===== src/rtl/tl_rx_vc_scheduler.sv =====
// Receive-side VC scheduler: picks a P/NP/CPL TLP, pops its header, then streams its payload beats.
// Optional macro TL_RX_VC_SCHED_CPL_PRIO_EN gives completions strict priority over P/NP.
module tl_rx_vc_scheduler #(
  parameter int unsigned BEAT_CNT_WIDTH = 8,
  parameter int unsigned FLAGS_WIDTH    = 6
) (
  input  logic                      i_clk,
  input  logic                      i_rst,
  input  logic [FLAGS_WIDTH-1:0]    i_vc_r_empty_flags,
  input  logic [BEAT_CNT_WIDTH-1:0] i_p_beats,
  input  logic [BEAT_CNT_WIDTH-1:0] i_np_beats,
  input  logic [BEAT_CNT_WIDTH-1:0] i_cpl_beats,
  input  logic                      i_sink_ready,
  output logic                      o_p_hdr_rd,
  output logic                      o_p_data_rd,
  output logic                      o_np_hdr_rd,
  output logic                      o_np_data_rd,
  output logic                      o_cpl_hdr_rd,
  output logic                      o_cpl_data_rd,
  output logic [2:0]                o_grant,
  output logic                      o_hdr_valid,
  output logic                      o_data_valid,
  output logic                      o_last,
  output logic                      o_busy
);

  typedef enum logic [1:0] {
    IDLE = 2'd0,
    HDR  = 2'd1,
    DATA = 2'd2
  } state_e;

  localparam logic [1:0] CLS_P   = 2'd0;
  localparam logic [1:0] CLS_NP  = 2'd1;
  localparam logic [1:0] CLS_CPL = 2'd2;

  // One-hot pick over {cpl, np, p}, searching from the class after 'last'.
  function automatic logic [2:0] rr_pick(input logic [2:0] req, input logic [1:0] last);
    logic [2:0] gnt;
    gnt = 3'b000;
    case (last)
      CLS_P: begin
        if (req[1])      gnt = 3'b010;
        else if (req[2]) gnt = 3'b100;
        else if (req[0]) gnt = 3'b001;
      end
      CLS_NP: begin
        if (req[2])      gnt = 3'b100;
        else if (req[0]) gnt = 3'b001;
        else if (req[1]) gnt = 3'b010;
      end
      default: begin
        if (req[0])      gnt = 3'b001;
        else if (req[1]) gnt = 3'b010;
        else if (req[2]) gnt = 3'b100;
      end
    endcase
    return gnt;
  endfunction

  function automatic logic [1:0] onehot_to_cls(input logic [2:0] g);
    logic [1:0] cls;
    if (g[2])      cls = CLS_CPL;
    else if (g[1]) cls = CLS_NP;
    else           cls = CLS_P;
    return cls;
  endfunction

  state_e                    state_q, state_d;
  logic [2:0]                grant_q, grant_d;
  logic [BEAT_CNT_WIDTH-1:0] cnt_q, cnt_d;
  logic [1:0]                last_cls_q, last_cls_d;

  logic [2:0]                hdr_empty, data_empty, elig, winner;
  logic [BEAT_CNT_WIDTH-1:0] sel_beats;
  logic                      hdr_acc, data_vld, data_acc, last_c;

  assign hdr_empty  = {i_vc_r_empty_flags[1], i_vc_r_empty_flags[3], i_vc_r_empty_flags[5]};
  assign data_empty = {i_vc_r_empty_flags[0], i_vc_r_empty_flags[2], i_vc_r_empty_flags[4]};
  assign elig       = ~hdr_empty;

`ifdef TL_RX_VC_SCHED_CPL_PRIO_EN
  assign winner = elig[2] ? 3'b100 : rr_pick({1'b0, elig[1:0]}, last_cls_q);
`else
  assign winner = rr_pick(elig, last_cls_q);
`endif

  always_comb begin
    sel_beats = i_cpl_beats;
    if (grant_q[0])      sel_beats = i_p_beats;
    else if (grant_q[1]) sel_beats = i_np_beats;
  end

  assign hdr_acc  = (state_q == HDR) & i_sink_ready;
  assign data_vld = (state_q == DATA) & ~|(grant_q & data_empty);
  assign data_acc = data_vld & i_sink_ready;
  assign last_c   = (hdr_acc & (sel_beats == '0)) |
                    (data_acc & (cnt_q == BEAT_CNT_WIDTH'(1)));

  // Next-state: grant in IDLE, capture beat count at header accept, count beats down in DATA.
  always_comb begin
    state_d    = state_q;
    grant_d    = grant_q;
    cnt_d      = cnt_q;
    last_cls_d = last_cls_q;
    case (state_q)
      IDLE: begin
        if (|winner) begin
          grant_d = winner;
          state_d = HDR;
        end
      end
      HDR: begin
        if (hdr_acc) begin
          cnt_d   = sel_beats;
          state_d = DATA;
        end
      end
      DATA: begin
        if (data_acc) cnt_d = cnt_q - BEAT_CNT_WIDTH'(1);
      end
      default: state_d = IDLE;
    endcase
    if (last_c) begin
      state_d = IDLE;
      grant_d = 3'b000;
      cnt_d   = '0;
`ifdef TL_RX_VC_SCHED_CPL_PRIO_EN
      // CPL wins never move the pointer, so P/NP alternate among themselves.
      if (!grant_q[2]) last_cls_d = onehot_to_cls(grant_q);
`else
      last_cls_d = onehot_to_cls(grant_q);
`endif
    end
  end

  always_ff @(posedge i_clk or posedge i_rst) begin
    if (i_rst) begin
      state_q    <= IDLE;
      grant_q    <= 3'b000;
      cnt_q      <= '0;
      last_cls_q <= CLS_CPL;
    end else begin
      state_q    <= state_d;
      grant_q    <= grant_d;
      cnt_q      <= cnt_d;
      last_cls_q <= last_cls_d;
    end
  end

  assign o_grant       = grant_q;
  assign o_hdr_valid   = (state_q == HDR);
  assign o_data_valid  = data_vld;
  assign o_last        = last_c;
  assign o_busy        = (state_q != IDLE);
  assign o_p_hdr_rd    = hdr_acc  & grant_q[0];
  assign o_np_hdr_rd   = hdr_acc  & grant_q[1];
  assign o_cpl_hdr_rd  = hdr_acc  & grant_q[2];
  assign o_p_data_rd   = data_acc & grant_q[0];
  assign o_np_data_rd  = data_acc & grant_q[1];
  assign o_cpl_data_rd = data_acc & grant_q[2];

endmodule


===== config.mk =====
export PLATFORM = sky130hd
export DESIGN_NAME = tl_rx_vc_scheduler
export DESIGN_NICKNAME = d
export VERILOG_FILES = /design/src/rtl/tl_rx_vc_scheduler.sv
export SDC_FILE = /design/constraint.sdc
export NUM_CORES = 1
export LEC_CHECK = 0
export ABC_AREA = 1
export BUFFER_PORTS_ARGS = -buffer_cell sky130_fd_sc_hd__buf_2
export CAP_MARGIN = 20
export CORE_MARGIN = 3
export CORE_UTILIZATION = 53
export CTS_CLUSTER_SIZE = 40
export DETAILED_ROUTE_END_ITERATION = 8
export GPL_TIMING_DRIVEN = 0
export PLACE_DENSITY = 0.84
export SETUP_SLACK_MARGIN = 0.3
export SLEW_MARGIN = 20
export SYNTH_ARGS = -nofsm -noshare
export SYNTH_HDL_FRONTEND = slang
export SYNTH_SLANG_ARGS = --single-unit

===== constraint.sdc =====
create_clock -name i_clk -period 3.4 [get_ports i_clk]
set_input_delay 0.34 -clock i_clk [delete_from_list [all_inputs] [get_ports i_clk]]
set_output_delay 0.34 -clock i_clk [all_outputs]
set_load 0.005 [all_outputs]

==> results.md, run 1 <==
Outcome:
- The run finished with clean final reports.

Floorplan:
- The initial utilization of the core area, before any placement, comes to 57.3%.
- The initialized floorplan defines 17 standard-cell rows.
- The area enclosed by the die boundary is 3070 um2.
- From bottom edge to top edge, the die measures 55.4 um.
- The floorplan step set the die width to 55.4 um.
- After floorplanning, the core was sized to cover 2250 um2.
- 46 I/O pins were placed.

Hold path:
- The class of the tightest hold or removal check is primary input to async pin.

Routing:
- The total iterations of the first detailed-routing run is 5.
- The final antenna-violating net count is 0.
- Dividing the detail-routed wire length by the instance count gives ~12 um.
- The DRC violation count after routing is 0.
- The violation count after the first detailed-routing iteration is 88.
- The average via count per standard cell is 5.11.
- The post-detailed-routing wire length is between 3 and 4 mm.
- The total via count in the routed design is 1,455.

Timing:
- The minimum clock period after layout is 2020 ps.
- The count of endpoints failing hold in the final timing report is 0.
- The slew at the pin closest to its max-slew limit is 562 ps.
- The number of setup violations in the final report is 0.
- On the final layout, the worst hold slack is about 100 ps.
- Dividing the final minimum period by the clock period gives 59.6%.
- Summed over all failing endpoints, the final setup total negative slack is 0 ps.
- Across the routed clock network, the largest skew measured is 0.970 ps.
- The total count of max-transition violations in the final report is 0.
- Setup repair after global routing left no endpoint under its margin.
- The worst pin sits at a relative slew slack of between 60% and 70%.
- Static timing analysis puts the maximum clock frequency at between 0.4 and 0.5 GHz.

Clocking:
- The CTS tree is done.
- The sink count of the clock tree is 15.
- Clock tree synthesis selected as its root buffer the cell sky130_fd_sc_hd__clkbuf_4.
- CTS built an H-tree with a depth of 1.
- The buffer levels on the longest clock path is 2.
- The post-CTS setup-driven buffer insertion count is 0.
- The TritonCTS buffer count is 3.
- The count of hold-fix buffers inserted at cts is 0.
- The post-cts repair resize count is 0.
- The later pin in the worst-skew pair is clocked with a latency of approximately 280 ps.
- After clock tree synthesis, the clock-pin slew on the worst setup and hold paths is 90 ps.

Global routing:
- The global routing usage on met3 is 4.21%.
- The largest net degree at the start of global routing is 16.
- The most heavily used metal layer in global routing is met2.
- The remaining global-route overflow is 0.
- In the global route stage, met1 resource usage came out at 31.7%.
- The met2 layer usage reported by global route is 34.8%.
- The number of antenna violations at the first check in global routing is 0.
- The global-route wire length before repair is 5.66 mm.
- The via count of the first global-routing pass is 1,315.
- Global routing used 22.3% of the available tracks.

Finish:
- After the flow finishes, the layout carries non-filler instances totaling 285.
- The filler cells instantiated in the layout total 203.
- Compared with the post-synthesis result, the final layout area differs by 22.2%.
- The proportion of layout cells with a drive suffix above 1 is 25.7%.
- The number of antenna diodes in the final layout is 0.
- Cells fill 70.0% of the core in the end.
- The net count of the finished layout is 293.

Setup path:
- The endpoint identified for the worst register-to-register timing path is cnt_q[2].
- The number of cells on the worst reg-to-reg path is 10.
- The worst setup path is captured at an output pin.
- The worst flop-to-flop path startpoint is state_q[1].
- The critical path arrival is 1680 ps.
- The most critical setup path has its startpoint at o_grant[0].
- Along the worst path, the maximum fanout reaches 10.
- The setup path with the least slack is of type flop to output pin.
- The startpoint class of the critical path is a flop.
- The critical path goes through inv_2 > buf_2 > nand3_1 > nand2_1 > nand2_1 > nor2_1 > nand3_2 > nand2_2 > buf_2.
- The slack of the worst reg-to-reg path is 1780 ps.
- On the critical path, the stage with the largest delay is an instance of sky130_fd_sc_hd__dfrtp_1.
- STA puts the critical path data required time at 3060 ps.
- The critical path capture point is o_last.
- The maximum single-stage delay on the critical path is 420 ps.

Power:
- After layout, the design draws a total of 1250 uW.
- For this design the ratio of total power to cell area is 793 nW/um2.
- VDD sags by at most around 0.54 mV.
- Summed over all cells, the static leakage comes to between 0.0008 and 0.0009 uW.

Yosys:
- A synthesized cell averages 6.21 um2.
- The flip-flop and latch count after synthesis is 15.
- Of the synthesized area, sequential elements account for 29.1%.
- The number of warnings issued by yosys is 0.
- The synthesized cell area is 1290 um2.
- In this run, distinct cell masters in the synthesized netlist total 27.
- The gate count of the mapped netlist is about 210.
- The net count after synthesis is 243.

Place:
- Counting tap cells, the placed design contains a total of approximately 280 instances.
- Buffers placed on the I/O ports in this run total 45.
- After legalization and detailed placement, the total HPWL measured 2.61 mm.
- Routability-driven placement finished with a final weighted congestion of 0.839.

Job:
- The max-capacitance violation count is 0.
-- logic make-up after synthesis --
kind of cell,Yosys count,share of synthesized area [%]
buf+inv,24,8.42
simple gates,148,51.8
fa+ha+maj,2,1.94
xor+xnor,4,2.71
compound gates,15,6.00
flops,15,29.1
-- cells in the mapped netlist --
cell / number / share of area (%)
sky130_fd_sc_hd__nand2_1: 73 / 21
sky130_fd_sc_hd__o22ai_1: 1 / 0.48
sky130_fd_sc_hd__buf_2: 3 / 1.2
sky130_fd_sc_hd__o21ai_0: 6 / 2.3
sky130_fd_sc_hd__nand2_2: 2 / 0.97
sky130_fd_sc_hd__or2_0: 3 / 1.5
sky130_fd_sc_hd__dfstp_2: 1 / 2.0
sky130_fd_sc_hd__xor2_1: 1 / 0.68
sky130_fd_sc_hd__nor2_4: 2 / 1.7
sky130_fd_sc_hd__clkbuf_1: 1 / 0.29
sky130_fd_sc_hd__nand3_2: 1 / 0.77
sky130_fd_sc_hd__inv_1: 15 / 4.4
sky130_fd_sc_hd__nand3_4: 1 / 1.4
sky130_fd_sc_hd__or2_2: 2 / 0.97
sky130_fd_sc_hd__nor2_2: 1 / 0.48
sky130_fd_sc_hd__ha_1: 2 / 1.9
sky130_fd_sc_hd__a21oi_1: 7 / 2.7
sky130_fd_sc_hd__nand3_1: 17 / 6.6
sky130_fd_sc_hd__xnor2_1: 3 / 2.0
sky130_fd_sc_hd__nor2_1: 31 / 9.0
sky130_fd_sc_hd__and2_1: 1 / 0.48
sky130_fd_sc_hd__inv_2: 3 / 0.87
sky130_fd_sc_hd__or2_1: 4 / 1.9
sky130_fd_sc_hd__nand4_1: 10 / 4.8
sky130_fd_sc_hd__buf_6: 2 / 1.7
sky130_fd_sc_hd__dfrtp_1: 14 / 27
sky130_fd_sc_hd__a31oi_1: 1 / 0.48
-- critical path: cells and delay by family, from the launching register on --
| family | cells | cell delay, ps |
|---|---|---|
| AND/OR/NAND/NOR | 6 | 590 |
| flip-flops | 1 | 420 |
| buffers and inverters | 3 | 380 |
-- final cells by class --
class                           count  area, um2  area share [%]
Sequential cell                    15        377            23.9
Clock buffer                        4       26.3            1.66
Buffer                              6       41.3            2.61
Tap cell                           28       35.0            2.22
Multi-Input combinational cell    169        807            51.1
Timing Repair Buffer               45        225            14.3
Inverter                           18       67.6            4.28
-- worst min path at each step --
stage | start | to | slack [ps] | cells after the start
finish | i_rst | last_cls_q[0] | 100 | 2
global route | i_rst | cnt_q[0] | 130 | 2
CTS | i_rst | cnt_q[0] | 120 | 2
detailed placement | i_rst | o_grant[0] | 420 | 2
global placement | i_rst | o_grant[0] | 420 | 2
floorplan | i_rst | cnt_q[0] | 240 | 1
-- state kept, by name, summed over array words and instances, names as in the netlist --
signal / count
last_cls_q: 2
cnt_q: 8
state_q: 2
o_grant: 3
-- per-layer routing --
| layer | up-vias | wire [um] | part of all wire (%) |
|---|---|---|---|
| met5 | - | 0 | 0 |
| met4 | 0 | 19 | 0.57 |
| met3 | 2 | 264 | 8.0 |
| met2 | 55 | 1450 | 44 |
| met1 | 640 | 1580 | 48 |
| li1 | 758 | - | - |
-- through the flow --
stage          area (um2)  setup slack (ps)
3_5_place_dp         1550              1670
6_report             1580              1380
3_3_place_gp         1550              1660
2_1_floorplan        1290              1890
5_1_grt              1580              1220
4_1_cts              1580              1350
-- cells in the final DEF, fill, tap and decap left out --
cell                        n
sky130_fd_sc_hd__o22ai_1    1
sky130_fd_sc_hd__buf_6      2
sky130_fd_sc_hd__nand4_1   10
sky130_fd_sc_hd__and2_1     1
sky130_fd_sc_hd__xnor2_1    3
sky130_fd_sc_hd__nand3_1   17
sky130_fd_sc_hd__dfstp_2    1
sky130_fd_sc_hd__or2_2      2
sky130_fd_sc_hd__a21oi_1    7
sky130_fd_sc_hd__clkbuf_4   3
sky130_fd_sc_hd__xor2_1     1
sky130_fd_sc_hd__buf_2     48
sky130_fd_sc_hd__o21ai_0    6
sky130_fd_sc_hd__nor2_4     2
sky130_fd_sc_hd__nand3_4    1
sky130_fd_sc_hd__nor2_1    31
sky130_fd_sc_hd__or2_1      4
sky130_fd_sc_hd__or2_0      3
sky130_fd_sc_hd__nand2_2    2
sky130_fd_sc_hd__nor2_2     1
sky130_fd_sc_hd__a31oi_1    1
sky130_fd_sc_hd__nand2_1   73
sky130_fd_sc_hd__inv_2      3
sky130_fd_sc_hd__dfrtp_1   14
sky130_fd_sc_hd__clkbuf_1   2
sky130_fd_sc_hd__nand3_2    1
sky130_fd_sc_hd__inv_1     15
sky130_fd_sc_hd__ha_1       2
-- power breakdown --
part | switching [uW] | leakage (uW) | total, uW | internal (uW)
logic | 499 | 0.000685 | 807 | 307
registers | 81.7 | 0.000187 | 344 | 263
clock network | 55.2 | 0.0000150 | 101 | 45.5
total | 636 | 0.000887 | 1250 | 615
(Power assumes the default switching activity.)
==> inputs of run 2 (changes only) <==
--- a/config.mk
+++ b/config.mk
@@ -9,11 +9,11 @@
 export BUFFER_PORTS_ARGS = -buffer_cell sky130_fd_sc_hd__buf_2
 export CAP_MARGIN = 20
 export CORE_MARGIN = 3
-export CORE_UTILIZATION = 53
+export CORE_UTILIZATION = 45
 export CTS_CLUSTER_SIZE = 40
 export DETAILED_ROUTE_END_ITERATION = 8
 export GPL_TIMING_DRIVEN = 0
-export PLACE_DENSITY = 0.84
+export PLACE_DENSITY = 0.76
 export SETUP_SLACK_MARGIN = 0.3
 export SLEW_MARGIN = 20
 export SYNTH_ARGS = -nofsm -noshare
==> constraint.sdc (replaced) <==
create_clock -name i_clk -period 1.8 [get_ports i_clk]
set_input_delay 0.18 -clock i_clk [delete_from_list [all_inputs] [get_ports i_clk]]
set_output_delay 0.18 -clock i_clk [all_outputs]
set_load 0.005 [all_outputs]
==> run 2 against run 1 <==
Global-route usage decreased by 1.5 points. Sequential power increased by 93%. Routed wire length increased by 13%. Register-to-register slack got worse by 1700 ps. Non-clock buffer count increased by 13. Worst hold slack improved by 90 ps. Via count increased by 5.0%. Core utilization decreased by 2.3 points. Final cell count increased by 5.6%. Sequential cell count unchanged. Worst setup slack got worse by 1400 ps. Sequential share of layout area decreased by 2.5 points. Critical endpoint unchanged. Largest cell class unchanged. Largest power group unchanged. Highest routed layer unchanged.
==> results.md, run 2 (synthesis gave the netlist of run 1 again) <==
Timing:
- The worst hold slack across all endpoints is 187 ps (+89.8 ps).
- The worst path needs around 1800 ps of the cycle, external delays included.
- Setup repair after global routing could not meet its margin everywhere.
- The relative slew slack is 60.0% (-2.5 points).
- The final setup skew is 12.7 ps (+11.7 ps).
- The total count of max-transition violations in the final report is 0 (unchanged).
- The setup TNS is 0 ps (unchanged).
- The fmax is 0.562 GHz.
- Dividing the final minimum period by the clock period gives slightly below 100%.
- The final setup slack of the worst path was 21.9 ps (-1350 ps).
- The slew at the pin closest to its max-slew limit is 600 ps (+37.8 ps).
- The count of endpoints failing hold in the final timing report came to 0 (unchanged).
- The number of setup violations in the final report is 0 (unchanged).

Power:
- The power spent charging and discharging nets was 1370 uW (+110%).
- The net switching share of the total power is 49.9% (-0.93 points).
- The cell-internal power is 1370 uW (+120%).
- The cell leakage power is 0.000966 uW (+9.0%).
- The sequential fraction of design power was 24.3% (-3.2 points).
- The part of the total power dissipated in combinational logic is 68.4% (+4.0 points).
- The power density relative to cell area came to 1550 nW/um2 (+95%).
- The peak supply drop is 1.10 mV (+100%).
- The clock network fraction of total power came to 7.3% (-0.7 points).

Clocking:
- The sink count of the clock tree is 15 (unchanged).
- The root buffer cell chosen for the clock tree is sky130_fd_sc_hd__clkbuf_4.
- The number of H-tree levels is 1 (unchanged).
- The clock latency on the worst-skew pair is 300 ps (+20 ps).
- TritonCTS built the clock tree.
- The buffer levels on the longest clock path is 2 (unchanged).
- The TritonCTS buffer count is 3 (unchanged).
- The clock-pin slew on the worst setup and hold paths is 100 ps (about the same).

Place:
- The placed cell count is 283 (+0.71%).
- The total of buffers placed on input and output ports was 45 (unchanged).
- The post-place setup slack is 186 ps (-1480 ps).
- The total half-perimeter wirelength after legalization and detailed placement is 2.63 mm (+0.57%).
- The final weighted congestion in routability-driven placement is 0.844 (+0.64%).

Finish:
- The total area of sequential cells was 378 um2 (+0.33%).
- The multi-input gate area in the final layout is 862 um2 (+6.8%).
- The area growth from synthesis to final layout is 36.9%.
- The proportion of layout cells with a drive suffix above 1 is 34.7% (+9.0 points).
- The largest register by flop count is cnt_q.
- The library cells used most frequently in the layout, excluding fill and tap cells, are sky130_fd_sc_hd__nand2_1, sky130_fd_sc_hd__buf_2, sky130_fd_sc_hd__nor2_1.
- The non-filler instance count after layout is 301 (+5.6%).
- The number of fillers in the final layout is 230 (+13%).
- The antenna diode count is 0 (unchanged).
- The number of flip-flops under the largest register name was 8 (unchanged).
- The library cell used most frequently in the layout, excluding fill and tap cells, is sky130_fd_sc_hd__nand2_1.
- The net count of the finished layout is 307 (+4.8%).

Floorplan:
- The y dimension of the die is 59.6 um (+7.6%).
- The width of the die is 59.6 um (+7.6%).
- The row count is 18 (+1).
- The placeable core area came to 2610 um2 (+16%).
- The initial standard-cell utilization of the core is 49.5% (-7.9 points).
- The area enclosed by the die boundary is 3550 um2 (+16%).
- The I/O pin count is 46 (unchanged).

Routing:
- The violation count after the first detailed-routing iteration is 70 (-20%).
- The average via count per standard cell came to 5.08 (-0.57%).
- The total iterations of the first detailed-routing run came to 4 (-1).
- The DRC violation count after routing was 0 (unchanged).
- The post-detailed-routing wire length is 3.74 mm (+13%).
- The wire length per cell after detailed routing is 12.4 um (+7.2%).
- The total via count in the routed design is 1,528 (+5.0%).
- The final antenna-violating net count is 0 (unchanged).

Setup path:
- The largest fanout on the critical path is 10 (unchanged).
- The critical path required time was 1620 ps (-1440 ps).
- The maximum single-stage delay on the critical path is 380 ps (-40 ps).
- The worst setup path is of the flop to output pin kind.
- The critical path's most frequent cell is sky130_fd_sc_hd__nand2_2.
- The critical path arrival is 1600 ps (-80 ps).
- The cell type of the slowest stage on the worst timing path is sky130_fd_sc_hd__dfrtp_1.
- The startpoint class of the critical path is a flop.
- The critical path goes through inv_2 > buf_6 > or2_0 > nand2_2 > nand2_1 > nor2_1 > nand3_2 > nand2_2 > buf_2.
- STA classifies the critical path endpoint as an output pin.

Global routing:
- The via count of the first global-routing pass is 1,304 (-0.84%).
- The global-route wire length before repair is 5.55 mm (-2.1%).
- The number of antenna violations at the first check in global routing is 0 (unchanged).
- The global-route usage over all layers was 20.8% (-1.5 points).
- The largest net degree at the start of global routing came to 16 (unchanged).
- The remaining global-route overflow was 0 (unchanged).

Hold path:
- The class of the tightest hold or removal check is primary input to flop.

Outcome:
- The run finished with clean final reports.

Job:
- The max-capacitance violation count is 0 (unchanged).
[run 2: metrics by stage]
| stage | util, % | instance area (um2) | total power (uW) |
|---|---|---|---|
| finish | 67.7 | 1770 | 2740 |
| global route | 67.7 | 1770 | 3010 |
| floorplan | - | 1290 | 1780 |
| global placement | 59.5 | 1560 | 2150 |
| detailed placement | 59.5 | 1560 | 2170 |
| CTS | 63.5 | 1660 | 2480 |
[run 2: what timing repair did]
item | CTS | global route
setup endpoints to repair | 20 | 22
setup buffers | 7 | 4
hold buffers | 1 | 0
cloned | 0 | 2
hold endpoints to repair | 14 | 0
gates resized for setup | 6 | 21
pin swaps | 6 | 5
[run 2: power by group through the flow]
stage	clock, uW	sequential, uW	combinational [uW]
final	200	664	1870
after global routing	214	688	2110
after CTS	202	644	1640
after detailed placement	0	662	1500
after global placement	0	659	1490
after floorplan	0	627	1160
[run 2: cell type report]
type                            count  share of cell area (%)
Multi-Input combinational cell    170                    48.7
Sequential cell                    15                    21.4
Timing Repair Buffer               58                    19.1
Inverter                           18                    4.31
Buffer                              6                    2.90
Tap cell                           30                    2.12
Clock buffer                        4                    1.49
[run 2: worst paths after layout]
check / startpoint / endpoint / slack, ps / depth (start not counted)
worst max-delay path: o_grant[0] / o_last / 20 / 9
worst min-delay path: i_vc_r_empty_flags[1] / o_grant[2] / 190 / 4
worst max register to register: o_grant[0] / cnt_q[1] / 50 / 12
worst min register to register: cnt_q[1] / cnt_q[1] / 530 / 2
max in group asynchronous: i_rst / o_grant[1] / 900 / 3
min in group asynchronous: i_rst / o_grant[2] / 480 / 3
[run 2: critical path, delay by kind of cell (launching register included)]
kind	cells	cell delay, ps
and+or+nand+nor	6	650
DFF	1	380
buffers and inverters	3	280
[run 2: layer usage]
layer / part of all wire [%] / global-route usage (%) / wire length [um]
met5: 0 / 0 / 0
met1: 43 / 27.8 / 1620
met4: 2.4 / 8.54 / 91
met3: 11 / 3.49 / 400
met2: 44 / 33.2 / 1640
==> inputs of run 3 (changes only) <==
==> constraint.sdc (replaced) <==
create_clock -name i_clk -period 1.8 [get_ports i_clk]
set_input_delay 0.09 -clock i_clk [delete_from_list [all_inputs] [get_ports i_clk]]
set_output_delay 0.09 -clock i_clk [all_outputs]
set_load 0.005 [all_outputs]
==> run 3 against run 2 <==
Final cell count fell by 1.0%. Critical path depth stayed put. Register-to-register slack better by 110 ps. First-iteration DRC count increased by 1.4%. Clock skew decreased by 3.8 ps. Sequential share of layout area is 0.57 points higher. Combinational power fell by 5%. Non-clock buffer count fell by 3. Sequential power up 0.6%. Fmax is 5.8% higher. Worst setup slack gained 97 ps. Critical path type unchanged. Critical endpoint unchanged. Highest routed layer unchanged.
==> results.md, run 3 (synthesis gave the netlist of run 1 again) <==
Outcome:
- The run finished with clean final reports.

Setup path:
- For this design, the slowest cell found on the critical path is sky130_fd_sc_hd__dfrtp_1.
- The critical path arrival was 1590 ps (about the same).
- The largest fanout on the critical path is 10 (unchanged).
- By startpoint and endpoint, the worst setup path is classified as flop to output pin.
- The maximum single-stage delay on the critical path was 380 ps (about the same).
- The critical path's most frequent cell is sky130_fd_sc_hd__nand2_2.
- The kind of end point of the critical path is an output pin.
- The number of buffer and inverter stages on the critical path is 3 (unchanged).
- The family with the most delay on the worst path is simple AND/OR/NAND/NOR gates.
- The critical path goes through inv_2 > buf_6 > or2_0 > nand2_2 > nand2_1 > nor2_1 > nand3_2 > nand2_2 > buf_2.
- The critical path required time is 1710 ps (+90 ps).
- STA classifies the critical path startpoint as a flop.

Routing:
- The total via count in the routed design came to 1,489 (-2.6%).
- The final antenna-violating net count came to 0 (unchanged).
- The wire length per cell after detailed routing is 12.4 um (-0.61%).
- The DRC violation count after routing is 0 (unchanged).
- The post-detailed-routing wire length came to 3.68 mm (-1.6%).
- The violation count after the first detailed-routing iteration is 71 (+1.4%).
- The total iterations of the first detailed-routing run is 6 (+2).
- The average via count per standard cell was 5.00 (-1.6%).

Finish:
- The proportion of layout cells with a drive suffix above 1 is 31.7% (-3.0 points).
- In the layout the commonest cells are sky130_fd_sc_hd__nand2_1, sky130_fd_sc_hd__buf_2, sky130_fd_sc_hd__nor2_1.
- The library cell used most frequently in the layout, excluding fill and tap cells, is sky130_fd_sc_hd__nand2_1.
- The number of flip-flops under the largest register name is 8 (unchanged).
- The fraction of the core area covered by cells at the end of the flow is 65.9% (-1.8 points).
- The net count of the finished layout is 304 (-0.98%).
- The post-route cell area came to 1720 um2 (-2.6%).
- The largest register by flop count is cnt_q.
- The area growth from synthesis to final layout is 33.3%.
- The antenna diode count is 0 (unchanged).
- The non-filler instance count after layout is 298 (-1.0%).

Clocking:
- The cell at the root of the clock tree is sky130_fd_sc_hd__clkbuf_4.
- The number of H-tree levels is 1 (unchanged).
- The clock-pin slew on the worst setup and hold paths is 90 ps (about the same).
- The clock latency on the worst-skew pair is 290 ps (about the same).
- The buffer levels on the longest clock path is 2 (unchanged).
- TritonCTS built the clock tree.
- The TritonCTS buffer count is 3 (unchanged).
- The sink count of the clock tree is 15 (unchanged).

Power:
- The part of the total power dissipated in combinational logic is 67.3% (-1.1 points).
- The sum of internal, switching and leakage power came to 2650 uW (-3.2%).
- The peak supply drop is 1.09 mV (-0.59%).
- The clock network fraction of total power is 7.4% (about the same).
- The power density relative to cell area is 1540 nW/um2 (-0.60%).
- The power spent charging and discharging nets was 1330 uW (-2.7%).
- The sequential fraction of design power is 25.2% (+0.9 points).
- The net switching share of the total power is 50.2% (+0.25 points).
- The cell leakage power is 0.000949 uW (-1.8%).
- The cell-internal power was 1320 uW (-3.7%).

Job:
- The max-capacitance violation count is 0 (unchanged).

Global routing:
- The global-route wire length before repair was 5.49 mm (-0.99%).
- The via count of the first global-routing pass came to 1,297 (-0.54%).
- The remaining global-route overflow was 0 (unchanged).
- The largest net degree at the start of global routing is 16 (unchanged).
- The number of antenna violations at the first check in global routing is 0 (unchanged).
- The global-route usage over all layers is 20.6% (-0.18 points).

Timing:
- The final setup skew is 8.82 ps (-3.83 ps).
- The share of the clock period used by the worst path after layout is 93.4% (-5.4 points).
- The relative slew slack is 61.6% (+1.6 points).
- The number of setup violations in the final report is 0 (unchanged).
- The fmax was 0.595 GHz (+5.8%).
- The count of endpoints failing hold in the final timing report came to 0 (unchanged).
- The slew at the pin closest to its max-slew limit is 575 ps (-24.5 ps).
- Setup repair after global routing could not meet its margin everywhere.
- The total count of max-transition violations in the final report came to 0 (unchanged).
- The setup TNS was 0 ps (unchanged).
- The minimum clock period after layout is 1680 ps (-97.5 ps).

Floorplan:
- The initial standard-cell utilization of the core came to 49.5% (unchanged).
- The area enclosed by the die boundary is 3550 um2 (unchanged).
- The I/O pin count came to 46 (unchanged).
- The width of the die is 59.6 um (unchanged).
- The y dimension of the die was 59.6 um (unchanged).
- The row count is 18 (unchanged).
- The placeable core area is 2610 um2 (unchanged).

Place:
- The total of buffers placed on input and output ports is 45 (unchanged).
- The total half-perimeter wirelength after legalization and detailed placement was 2.63 mm (unchanged).
- The final weighted congestion in routability-driven placement came to 0.844 (unchanged).
- The placed cell count is 283 (unchanged).
- The area after detailed placement is 1560 um2 (unchanged).

Hold path:
- The tightest min-delay check is of the primary input to flop type.
==> run 3: power by group through the flow <==
| stage | registers [uW] | clock network (uW) | logic [uW] |
|---|---|---|---|
| 2_1_floorplan | 627 | 0 | 1160 |
| 3_3_place_gp | 659 | 0 | 1490 |
| 3_5_place_dp | 662 | 0 | 1500 |
| 4_1_cts | 653 | 202 | 1610 |
| 5_1_grt | 693 | 214 | 2010 |
| 6_report | 668 | 197 | 1780 |
==> run 3: stage by stage <==
stage / hold WS, ps / setup slack (ps)
final: 99.2 / 119
after detailed placement: 178 / 186
after CTS: 101 / 95.7
after global routing: 122 / 22.5
after global placement: 175 / 202
after floorplan: -9.24 / 346
==> run 3: tightest hold or removal path, delay by kind of cell <==
| kind | cells | cell delay (ps) |
|---|---|---|
| simple gates | 2 | 140 |
| buf+inv | 2 | 130 |
==> run 3: cell type report <==
class,count,area (um2)
Fill cell,246,890
Multi-Input combinational cell,170,850
Sequential cell,15,378
Timing Repair Buffer,55,304
Inverter,18,76.3
Buffer,6,51.3
Tap cell,30,37.5
Clock buffer,4,26.3
==> run 3: worst paths after layout <==
| check | depth (start not counted) | end | startpoint | slack [ps] |
|---|---|---|---|---|
| min in group asynchronous | 3 | o_grant[2] | i_rst | 390 |
| max in group asynchronous | 3 | o_grant[1] | i_rst | 1000 |
| min | 4 | o_grant[2] | i_vc_r_empty_flags[1] | 100 |
| max reg2reg | 11 | cnt_q[1] | o_grant[0] | 160 |
| min reg2reg | 2 | cnt_q[0] | cnt_q[0] | 530 |
| max | 9 | o_last | o_grant[0] | 120 |
==> run 3: repair_timing <==
action | CTS | global route
gates cloned | 0 | 2
hold endpoints to repair | 14 | 0
setup buffers | 6 | 2
pin swaps | 5 | 4
hold buffers | 1 | 0
setup endpoints to repair | 17 | 21
resized for setup | 6 | 12
==> run 3: routing by layer <==
metal / global-route usage, % / vias up / routed length [um]
met5: 0 / - / 0
met3: 3.49 / 4 / 364
met2: 33.1 / 66 / 1600
li1: - / 787 / -
met4: 8.54 / 0 / 62
met1: 27.4 / 632 / 1650
